`src/rtl/noc_input_port.sv`:
```
// rtl/noc_input_port.sv - NoC router input port: credit-returning flit FIFO, XY route request, wormhole forwarding
module noc_input_port #(
    parameter int         DEPTH = 5,
    parameter logic [3:0] MY_X  = 4'd0,
    parameter logic [3:0] MY_Y  = 4'd0
) (
    input  logic        clk,
    input  logic        rst,
    input  logic [15:0] data_i,
    input  logic        valid_i,
    output logic        credit_o,
    output logic [4:0]  req_o,
    input  logic        grant_i,
    output logic [15:0] data_o,
    output logic        valid_o,
    input  logic        ready_i,
    output logic        err_o
);
    localparam int CW = $clog2(DEPTH + 1);
    localparam int PW = (DEPTH > 1) ? $clog2(DEPTH) : 1;

    typedef enum logic [1:0] {IDLE, REQ, ACTIVE} state_t;

    state_t          state, state_nxt;
    logic [15:0]     mem [DEPTH];
    logic [PW-1:0]   wr_ptr, rd_ptr;
    logic [CW-1:0]   count;
    logic [4:0]      route_q, route_c;
    logic [15:0]     head;
    logic            empty, full, push, pop, drop, load_route;

    function automatic logic [PW-1:0] next_ptr(input logic [PW-1:0] p);
        return (p == PW'(DEPTH - 1)) ? '0 : p + 1'b1;
    endfunction

    assign empty  = (count == '0);
    assign full   = (count == CW'(DEPTH));
    assign head   = empty ? 16'h0000 : mem[rd_ptr];
    assign push   = valid_i && !full;
    assign data_o = head;

    // X is resolved before Y; ties on both coordinates deliver locally.
    always_comb begin
        route_c = 5'b00001;
        if (head[7:4] > MY_X)
            route_c = 5'b00100;
        else if (head[7:4] < MY_X)
            route_c = 5'b10000;
        else if (head[3:0] > MY_Y)
            route_c = 5'b00010;
        else if (head[3:0] < MY_Y)
            route_c = 5'b01000;
    end

    always_comb begin
        state_nxt  = state;
        pop        = 1'b0;
        drop       = 1'b0;
        load_route = 1'b0;
        req_o      = 5'b00000;
        valid_o    = 1'b0;
        case (state)
            IDLE: begin
                if (!empty) begin
                    if (head[14]) begin
                        load_route = 1'b1;
                        state_nxt  = REQ;
                    end else begin
                        pop  = 1'b1;
                        drop = 1'b1;
                    end
                end
            end
            REQ: begin
                req_o = route_q;
                if (grant_i)
                    state_nxt = ACTIVE;
            end
            ACTIVE: begin
                req_o   = route_q;
                valid_o = !empty;
                if (!empty && ready_i) begin
                    pop = 1'b1;
                    // bit 15 marks both tail and head+tail
                    if (head[15])
                        state_nxt = IDLE;
                end
            end
            default: state_nxt = IDLE;
        endcase
    end

    always_ff @(posedge clk) begin
        if (push)
            mem[wr_ptr] <= data_i;
    end

    always_ff @(posedge clk) begin
        if (rst) begin
            state    <= IDLE;
            wr_ptr   <= '0;
            rd_ptr   <= '0;
            count    <= '0;
            route_q  <= 5'b00000;
            credit_o <= 1'b0;
            err_o    <= 1'b0;
        end else begin
            state    <= state_nxt;
            credit_o <= pop;
            if (push)
                wr_ptr <= next_ptr(wr_ptr);
            if (pop)
                rd_ptr <= next_ptr(rd_ptr);
            count <= count + CW'(push) - CW'(pop);
            if (load_route)
                route_q <= route_c;
            // overflow is judged on the pre-pop count, so a same-cycle pop does not rescue it
            if (drop || (valid_i && full))
                err_o <= 1'b1;
        end
    end
endmodule

```
`config.mk`:
```
export PLATFORM = sky130hd
export DESIGN_NAME = noc_input_port
export DESIGN_NICKNAME = d
export VERILOG_FILES = /design/src/rtl/noc_input_port.sv
export SDC_FILE = /design/constraint.sdc
export NUM_CORES = 1
export LEC_CHECK = 0
export BUFFER_PORTS_ARGS = -buffer_cell sky130_fd_sc_hd__clkbuf_2
export CORE_ASPECT_RATIO = 1.4
export CORE_MARGIN = 1
export CORE_UTILIZATION = 30
export CTS_BUF_LIST = sky130_fd_sc_hd__clkbuf_4 sky130_fd_sc_hd__clkbuf_8 sky130_fd_sc_hd__clkbuf_16
export CTS_CLUSTER_DIAMETER = 100
export DETAILED_ROUTE_END_ITERATION = 10
export PLACE_DENSITY_LB_ADDON = 0.05
export SLEW_MARGIN = 0
export SYNTH_ARGS = -nofsm -noshare
export SYNTH_HDL_FRONTEND = slang
export SYNTH_SLANG_ARGS = --single-unit
```
`constraint.sdc`:
```
create_clock -name clk -period 4.24 [get_ports clk]
set_input_delay 1.272 -clock clk [delete_from_list [all_inputs] [get_ports clk]]
set_output_delay 1.272 -clock clk [all_outputs]
set_load 0.01 [all_outputs]
```
==> summary.txt, run 1 <==
Run status
  – Status: completed

Global route
  – Largest net degree at the start of global routing: 22
  – Grt total ovfl: 0
  – Number of global-route vias before repair: 2274
  – Overall Global Routing Usage: 13.2%
  – First-pass GRT wire length: roughly 13000 um
  – Initial antenna violation count: 0

Yosys
  – Syn avg cell area: 16.4 um^2
  – #FFs+latches synth: 99
  – Post-synth top flop: edfxtp_1
  – Post-Syn Instances: between 200 and 250
  – Synth warnings: 0
  – Post-synthesis sequential area ratio: 68.6%
  – Fraction of registers with async set/reset: 0%
  – Post-synthesis cell type count: 38
  – Area of the mapped netlist: 4060 um^2
  – Post-synth EDFFs: 80

Layout
  – Layout Nets: roughly 330
  – Share of cells above drive strength 1: 30.5%
  – Area grow syn2layout: 18.5%
  – Commonest non-fill, non-tap cell in the layout: edfxtp_1
  – N_diodes: 0
  – Most frequent cells in the layout: edfxtp_1, clkbuf_2, nor2_1
  – Post-Route Utilization: around 37%

CTS
  – CTS root buffer: clkbuf_16
  – Hold_buf cts: 0
  – CTS tree: built
  – Clock transition at path regs: 0.07 ns
  – Max H-tree Level: 3
  – Clk Latency, worst-skew pair: 0.34 ns
  – TritonCTS Buffers: 9
  – Post_cts resized: 0
  – Clock Sinks: between 90 and 100
  – Setup Buffers After CTS: 0
  – Longest Clk Path Bufs: 2

Pwr
  – Worst ir drop on vdd: roughly 0.22 mV
  – Total power: 2.83 mW
  – Pleak: 1.67 nW
  – Clock share of power: between 20% and 30%
  – PD cells: about 590 nW/um^2
  – Switching share of total power: 31.6%
  – Share of power burned in registers: 42.9%
  – Combinational Power Share: 30.2%
  – Internal power: 1.93 mW
  – Psw: around 890 uW

Critical path
  – Kind of critical path: reg2out
  – Crit path DAT: 2.24 ns
  – CP Launch Type: flop
  – Required time of the critical path: 2.97 ns
  – Critical path peak fanout: 11
  – Worst Setup End Kind: primary output

Die
  – Core area: 13000 um^2
  – Die width: 100 um
  – Initial Util: between 30 and 40%
  – Die area: 14000 um^2
  – I/O pin cnt: 45
  – # rows: around 50
  – Die height: 140 um

Routing
  – Routed Antenna Nets: 0
  – DRC violations left: 0
  – Initial DRC count: between 60 and 70
  – Vias: approximately 2200
  – Avg WL per Cell: approximately 18 um
  – Drt total wl: between 8000 and 9000 um
  – Drt pass-1 iters: 5
  – Via density: ~4.5

Flow run
  – Max-cap check violation count: 0

STA
  – Unrepaired setup endpoints after global routing: no
  – Setup violations, final: 0
  – F_max: 285 MHz
  – Fin. max-slew vios: 0
  – Final min period: 3.51 ns
  – Hold Fails Final Rpt: 0
  – Setup_tns: 0 ns
  – Final Cycle Share: 82.7%
  – Worst Skew: between 0.009 and 0.01 ns

Placement
  – GP Congestion: 0.641
  – Post-DP HPWL: 5280 um
  – Port buffer count: 42

Worst hold path
  – Min-delay worst type: reg2reg
through the flow:
step	worst slack (ns)	instances	hold slack (ns)	cell area (um^2)
final	0.732	483	0.463	4800
after global placement	1.03	467	0.447	4530
after CTS	0.642	483	0.466	4800
after detailed placement	1.03	467	0.456	4530
after floorplan	0.468	248	0.421	4060
after global routing	0.494	483	0.487	4800
state kept, by name, summed over array words and instances, names as in the netlist, named ones only:
register,count
count,3
err_o,1
route_q,3
rd_ptr,3
credit_o,1
state,2
wr_ptr,3
mem,80
Yosys cell counts, types with 2 or more instances:
library cell,instances,area (um^2)
edfxtp_1,80,2400
nor2_1,28,105
mux2i_1,22,220
dfxtp_1,19,380
mux4_2,14,315
ha_1,11,138
inv_1,11,41.3
a21oi_1,7,35.0
nor2b_1,5,31.3
nand2_1,4,15.0
nor4_1,4,25.0
and2_1,3,18.8
buf_2,3,15.0
buf_6,3,33.8
clkbuf_1,3,11.3
nor3_1,3,15.0
o21ai_0,3,15.0
a211oi_1,2,15.0
buf_4,2,15.0
nand2b_1,2,12.5
power by group through the flow:
stage	combinational (mW)	sequential, mW	clock [mW]
after floorplan	0.620	1.20	0
after global placement	0.882	1.24	0
after detailed placement	0.882	1.24	0
after CTS	0.883	1.22	0.792
after global routing	0.958	1.23	0.827
final	0.852	1.21	0.761
layer usage:
| layer | GRT usage [%] | routed length [um] | part of all wire (%) | vias to the layer above |
|---|---|---|---|---|
| met5 | 0 | 0 | 0 | - |
| met4 | 7.32 | 156 | 1.8 | 0 |
| met3 | 2.31 | 167 | 2.0 | 12 |
| met2 | 22.7 | 4600 | 54 | 38 |
| met1 | 15.3 | 3530 | 42 | 1101 |
| li1 | - | - | - | 1030 |
kinds of logic after synthesis:
group | Yosys count | share of synthesized area [%]
other cells | 1 | 0.0925
fa+ha+maj | 12 | 3.89
buf+inv | 23 | 2.96
mux | 37 | 13.9
simple gates | 55 | 7.19
flops | 99 | 68.6
compound gates | 18 | 2.96
xor+xnor | 2 | 0.432
layout make-up:
cell class / count / area [um^2]
tap: 178 / 223
sequential: 99 / 2780
clock buffer: 10 / 233
inverter: 11 / 41.3
fill: 1302 / 8190
clock inverter: 6 / 38.8
multi-input combinational: 126 / 1190
timing repair buffer: 53 / 293
path summary, 6_finish.rpt:
kind | start | end | slack (ns) | cells past startpoint
worst max-delay path | flop | data_o[15] | 0.73 | 5
worst min-delay path | route_q[2] | route_q[2] | 0.46 | 2
worst max register to register | flop | count[2] | 1.19 | 14
worst min register to register | route_q[2] | route_q[2] | 0.46 | 2
critical path: stages (launching register included):
cell	delay, ns
dfxtp_1	0.63
buf_4	0.34
mux4_2	0.52
mux2i_1	0.21
nor2_1	0.06
clkbuf_2	0.13
Note: power is estimated with default switching activity, not from simulation.
==> run 2, diff against run 1 <==
Settings changed: ABC_AREA set to 1.
Clock period 4.24 ns to 2.85 ns, I/O delays scaled along.
==> run 2 against run 1 <==
  * Critical path type unchanged
  * Count of clock-buffer cells in the layout increased by 2
  * Cell area increased by 6.6%
  * Wire length up 20%
  * Clock skew is 0.0024 ns lower
  * Critical path depth unchanged
==> summary.txt, run 2 <==
STA
  – Worst Skew: 0.00755 ns (was 0.00999 ns)
  – Setup_tns: 0 ns (unchanged)
  – Unrepaired setup endpoints after global routing: no (unchanged)
  – F_max: about 380 MHz
  – Setup violations, final: 0 (unchanged)
  – Hold Fails Final Rpt: 0 (unchanged)
  – Fin. max-slew vios: 0 (unchanged)
  – Final min period: between 2 and 3 ns
  – Final Cycle Share: 92.6%

Yosys
  – Leading cell types by total area after synthesis: edfxtp_1, dfxtp_1, nand2_1 (was edfxtp_1, dfxtp_1, mux4_2)
  – Top-count cell post-synth: nand2_1 (was edfxtp_1)
  – Syn avg cell area: 10.1 um^2 (was 16.4 um^2)
  – Post-synth top flop: edfxtp_1 (unchanged)
  – Post-synthesis cell type count: 29 (was 38)
  – Share of the synthesized area in the top cell type: 55.5% (was 59.2%)
  – Synth warnings: 0 (unchanged)
  – Synth cell count leaders: nand2_1, edfxtp_1, inv_1 (was edfxtp_1, nor2_1, mux2i_1)
  – Area of the mapped netlist: 4330 um^2 (was 4060 um^2)
  – Post-synth EDFFs: 80 (unchanged)
  – Fraction of registers with async set/reset: 0% (unchanged)
  – #FFs+latches synth: 99 (unchanged)
  – Area leader, netlist: edfxtp_1 (unchanged)
  – Post-Syn Instances: 429 (was 247)
  – Post-synthesis sequential area ratio: 64.2% (was 68.6%)

Layout
  – Post-Route Utilization: 36.6% (was 37.0%)
  – Final Cell Area: 5120 um^2 (was 4800 um^2)
  – Fin cells: 670 (was 483)
  – Largest Register: mem (unchanged)
  – Layout Nets: 513 (was 333)
  – Most frequent cells in the layout: nand2_1, edfxtp_1, inv_1 (was edfxtp_1, clkbuf_2, nor2_1)
  – N_diodes: 0 (unchanged)
  – Share of cells above drive strength 1: 17.3% (was 30.5%)
  – Register area: 2780 um^2 (about the same)
  – Max FFs per register: 80 (unchanged)
  – Commonest non-fill, non-tap cell in the layout: nand2_1 (was edfxtp_1)
  – Area grow syn2layout: 18.2% (was 18.5%)
  – Multi-input gate area: 1210 um^2 (was 1190 um^2)
  – Fillers: 1425 (was 1302)

Routing
  – Routed wl met3: 428 um (was 167 um)
  – Via density: 4.43 (was 4.52)
  – Routed Antenna Nets: 0 (unchanged)
  – Met2 WL: 5200 um (was 4600 um)
  – Avg WL per Cell: 15.1 um (was 17.5 um)
  – Top routing layer used: met4 (unchanged)
  – DRC violations left: 0 (unchanged)
  – Vias: 2967 (was 2181)
  – Wl on met1: 4320 um (was 3530 um)
  – Drt total wl: 10100 um (was 8450 um)
  – Initial DRC count: 121 (was 67)
  – Drt pass-1 iters: 4 (was 5)

Die
  – Die width: 104 um (was 100 um)
  – # rows: 51 (was 49)
  – Die height: 144 um (was 140 um)
  – I/O pin cnt: 45 (unchanged)
  – Initial Util: 31.0% (was 31.2%)
  – Die area: 14900 um^2 (was 14000 um^2)
  – Core area: 14000 um^2 (was 13000 um^2)

Placement
  – Port buffer count: 42 (unchanged)
  – GP Congestion: 0.718 (was 0.641)
  – Placement Cell Area: 4810 um^2 (was 4530 um^2)
  – DP Cell Count: 654 (was 467)
  – Post-DP HPWL: 6730 um (was 5280 um)

Critical path
  – Critical path peak fanout: 13 (was 11)
  – Worst Setup End Kind: primary output (unchanged)
  – Kind of critical path: reg2out (unchanged)
  – Cell chain of the critical path: nor3_4, buf_4, nor2_1, and2_1, clkbuf_2 (was buf_4, mux4_2, mux2i_1, nor2_1, clkbuf_2)
  – Crit path DAT: 1.78 ns (was 2.24 ns)
  – Slowest stage cell, crit path: dfxtp_1 (unchanged)
  – CP Launch Type: flop (unchanged)
  – CP peak stage delay: 0.38 ns (was 0.63 ns)
  – Depth of the most critical reg-to-reg path: 14 (unchanged)
  – Required time of the critical path: 2.00 ns (was 2.97 ns)

CTS
  – CTS root buffer: clkbuf_16 (unchanged)
  – CTS tree: built (unchanged)
  – Clock transition at path regs: 0.07 ns (about the same)
  – Max H-tree Level: 3 (unchanged)
  – Clk Latency, worst-skew pair: 0.34 ns (about the same)
  – TritonCTS Buffers: 9 (unchanged)
  – Longest Clk Path Bufs: 2 (unchanged)
  – Clock Sinks: 99 (unchanged)
  – Hold_buf cts: 0 (unchanged)
  – Setup Buffers After CTS: 0 (unchanged)

Run status
  – Status: completed (unchanged)

Flow run
  – Max-cap check violation count: 0 (unchanged)

Pwr
  – Worst ir drop on vdd: 0.301 mV (was 0.221 mV)
  – PD cells: 890 nW/um^2 (was 588 nW/um^2)
  – Pleak: 2.24 nW (was 1.67 nW)
  – Total power: 4.56 mW (was 2.83 mW)

Worst hold path
  – Worst Hold Path Cells: 2 (unchanged)
  – Min-delay worst type: reg2reg (unchanged)

Global route
  – Largest net degree at the start of global routing: 27 (was 22)
  – Initial antenna violation count: 0 (unchanged)
  – Grt total ovfl: 0 (unchanged)
  – Number of global-route vias before repair: 2893 (was 2274)
  – First-pass GRT wire length: 15800 um (was 13000 um)
  – Overall Global Routing Usage: 14.5% (was 13.2%)
==> run 2: cell types whose count changed after synthesis, sizes merged, moves of 19 or more <==
cell / change
inv: +63
mux2i: -22
nand2: +78
nand3: +40
nor2: +25
o21ai: +19
==> run 2: worst max-delay path, delay by kind of cell (launching register included) <==
family | cells | cell delay (ns)
simple gates | 3 | 0.63
flops | 1 | 0.38
buf+inv | 2 | 0.42
==> run 2: repair_timing <==
item                                    4_1_cts  5_1_grt
hold endpoints to repair                      0        0
resized for setup                             0        1
endpoints found under the setup margin        0        1
==> run 2: final timing paths <==
path	from	to	slack, ns
hold reg to reg	err_o	err_o	0.48
setup reg to reg	flop	count[2]	0.48
hold / removal	err_o	err_o	0.48
setup / recovery	count[1]	data_o[15]	0.21
==> run 2: power by group <==
part | internal [mW] | leakage [nW] | switching (mW)
Clock | 0.725 | 0.150 | 0.520
Sequential | 1.72 | 0.887 | 0.0891
Combinational | 0.508 | 1.21 | 1.00
==> run 2: final cells by class <==
type | instances | share of cell area (%)
Sequential cell | 99 | 54.4
Inverter | 74 | 5.43
Clock inverter | 4 | 1.00
Timing Repair Buffer | 55 | 6.01
Clock buffer | 12 | 4.96
Multi-Input combinational cell | 241 | 23.7
Tap cell | 185 | 4.52
==> run 2: layer usage <==
metal	vias to the layer above	GRT usage [%]
li1	1489	-
met1	1409	16.7
met2	58	26.3
met3	11	2.79
met4	0	6.18
met5	-	0
==> run 2: kinds of logic after synthesis <==
| family | after synthesis | share of synthesized area (%) |
|---|---|---|
| xor gates and xnor gates | 2 | 0.404 |
| AOI/OAI and AO/OA | 41 | 4.94 |
| and+or+nand+nor | 184 | 18.0 |
| DFF | 99 | 64.2 |
| buffers and inverters | 90 | 8.67 |
| adders and majority gates | 12 | 3.64 |
| other | 1 | 0.0866 |
==> run 2: through the flow <==
| step | hold WS (ns) | setup WS [ns] |
|---|---|---|
| after floorplan | 0.444 | 0.196 |
| after global placement | 0.458 | 0.443 |
| after detailed placement | 0.463 | 0.437 |
| after CTS | 0.473 | 0.132 |
| after global routing | 0.507 | 0.105 |
| final | 0.477 | 0.212 |
==> run 3, diff against run 2 <==
Settings changed: ABC_AREA 1 to not set.
==> run 3 against run 2 <==
  * Setup slack worse by 0.055 ns
  * Core utilization is 1.3 points higher
  * Sequential power hardly changed
  * Worst hold slack worse by 0.025 ns
  * Count of clock-buffer cells in the layout is 2 lower
  * Die area is 6.3% lower
  * Largest power group unchanged
  * Non-clock buffer count is 3 higher
  * Critical path type unchanged
  * Wire length is 17% lower
  * Sequential share of layout area is 2.0 points higher
  * Maximum frequency is 2.1% lower
==> summary.txt, run 3 (same netlist as run 1, synthesis figures left out) <==
CTS
  – Clock Sinks: 99 (unchanged)
  – CTS root buffer: clkbuf_16 (unchanged)
  – Clk Latency, worst-skew pair: 0.34 ns (about the same)
  – Hold_buf cts: 0 (unchanged)
  – TritonCTS Buffers: 9 (unchanged)
  – Clock transition at path regs: 0.07 ns (about the same)
  – Max H-tree Level: 3 (unchanged)
  – Post_cts resized: 1 (was 0)
  – Setup Buffers After CTS: 0 (unchanged)
  – CTS tree: built (unchanged)
  – Longest Clk Path Bufs: 2 (unchanged)

STA
  – Fin. max-slew vios: 0 (unchanged)
  – Worst Setup Slack, final: 0.156 ns (was 0.212 ns)
  – Final Cycle Share: 94.5% (was 92.6%)
  – Setup_tns: 0 ns (unchanged)
  – Final min period: 2.69 ns (was 2.64 ns)
  – Setup violations, final: 0 (unchanged)
  – Unrepaired setup endpoints after global routing: no (unchanged)
  – Hold Fails Final Rpt: 0 (unchanged)
  – Worst Skew: 0.00531 ns (was 0.00755 ns)
  – F_max: 371 MHz (was 379 MHz)

Placement
  – Post-DP HPWL: 5440 um (was 6730 um)
  – Placement Cell Area: 4580 um^2 (was 4810 um^2)
  – GP Congestion: 0.657 (was 0.718)
  – Setup WS pre-CTS: 0.276 ns (was 0.437 ns)
  – Port buffer count: 42 (unchanged)

Critical path
  – Crit path DAT: 1.84 ns (was 1.78 ns)
  – Required time of the critical path: 2.00 ns (about the same)
  – Worst Setup End Kind: primary output (unchanged)
  – Critical path peak fanout: 6 (was 13)
  – CP Launch Type: flop (unchanged)
  – Kind of critical path: reg2out (unchanged)

Routing
  – DRC violations left: 0 (unchanged)
  – Vias: 2169 (was 2967)
  – Drt total wl: 8360 um (was 10100 um)
  – Routed Antenna Nets: 0 (unchanged)
  – Via density: 4.44 (was 4.43)
  – Avg WL per Cell: 17.1 um (was 15.1 um)
  – Initial DRC count: 73 (was 121)
  – Drt pass-1 iters: 4 (unchanged)

Worst hold path
  – Min-delay worst type: reg2reg (unchanged)

Pwr
  – Pleak: 1.74 nW (was 2.24 nW)
  – PD cells: 919 nW/um^2 (was 890 nW/um^2)
  – Total power: 4.54 mW (was 4.56 mW)
  – Worst ir drop on vdd: 0.281 mV (was 0.301 mV)

Layout
  – Register area: 2780 um^2 (unchanged)
  – Layout Nets: 338 (was 513)
  – N_diodes: 0 (unchanged)
  – Share of cells above drive strength 1: 32.9% (was 17.3%)
  – Largest Register: mem (unchanged)
  – Commonest non-fill, non-tap cell in the layout: edfxtp_1 (was nand2_1)
  – Area grow syn2layout: 21.7% (was 18.2%)
  – Final Cell Area: 4940 um^2 (was 5120 um^2)
  – Post-Route Utilization: 38.0% (was 36.6%)
  – Max FFs per register: 80 (unchanged)
  – Fillers: 1283 (was 1425)
  – Most frequent cells in the layout: edfxtp_1, clkbuf_2, nor2_1 (was nand2_1, edfxtp_1, inv_1)
  – Multi-input gate area: 1200 um^2 (was 1210 um^2)

Die
  – # rows: 49 (was 51)
  – Die height: 140 um (was 144 um)
  – Core area: 13000 um^2 (was 14000 um^2)
  – Initial Util: 31.2% (was 31.0%)
  – Die area: 14000 um^2 (was 14900 um^2)
  – I/O pin cnt: 45 (unchanged)
  – Die width: 100 um (was 104 um)

Flow run
  – Max-cap check violation count: 0 (unchanged)

Global route
  – Initial antenna violation count: 0 (unchanged)
  – Overall Global Routing Usage: 13.0% (was 14.5%)
  – Number of global-route vias before repair: 2258 (was 2893)
  – Grt total ovfl: 0 (unchanged)
  – Largest net degree at the start of global routing: 17 (was 27)
  – First-pass GRT wire length: 13100 um (was 15800 um)

Run status
  – Status: completed (unchanged)
run 3: through the flow:
| stage | hold slack, ns | instances |
|---|---|---|
| 3_3_place_gp | 0.441 | 472 |
| 4_1_cts | 0.458 | 488 |
| 5_1_grt | 0.477 | 488 |
| 3_5_place_dp | 0.447 | 472 |
| 2_1_floorplan | 0.421 | 248 |
| 6_report | 0.453 | 488 |
run 3: worst paths after layout:
check | endpoint | slack, ns | cells past startpoint | from
worst min-delay path | route_q[2] | 0.45 | 2 | route_q[2]
worst max-delay path | data_o[7] | 0.16 | 5 | flop
worst max register to register | count[2] | 0.40 | 12 | flop
worst min register to register | route_q[2] | 0.45 | 2 | route_q[2]
run 3: routing by layer:
layer,vias up,GRT usage (%),share of wire (%),wire [um]
met4,0,5.72,1.5,123
met1,1085,15.5,44,3670
met3,7,2.71,2.9,241
li1,1045,-,-,-
met2,32,22.4,52,4320
met5,-,0,0,0
run 3: power breakdown:
part	switching, mW	total [mW]	internal, mW
registers	0.0798	1.78	1.70
logic	0.744	1.36	0.620
clock network	0.522	1.39	0.871
total	1.35	4.54	3.19
run 3: cell type report:
class | count | share of cell area [%]
clock buffers | 10 | 4.71
clock inverters | 6 | 2.28
flip-flops and latches | 99 | 56.4
inverters | 11 | 0.837
repair buffers | 58 | 6.84
multi-input cells | 126 | 24.4
well taps | 178 | 4.51
run 3: worst max-delay path: stages, from the launching register on:
cell,delay (ns)
dfxtp_2,0.36
buf_4,0.20
mux4_1,0.56
mux2i_1,0.19
nor2_1,0.06
clkbuf_2,0.12
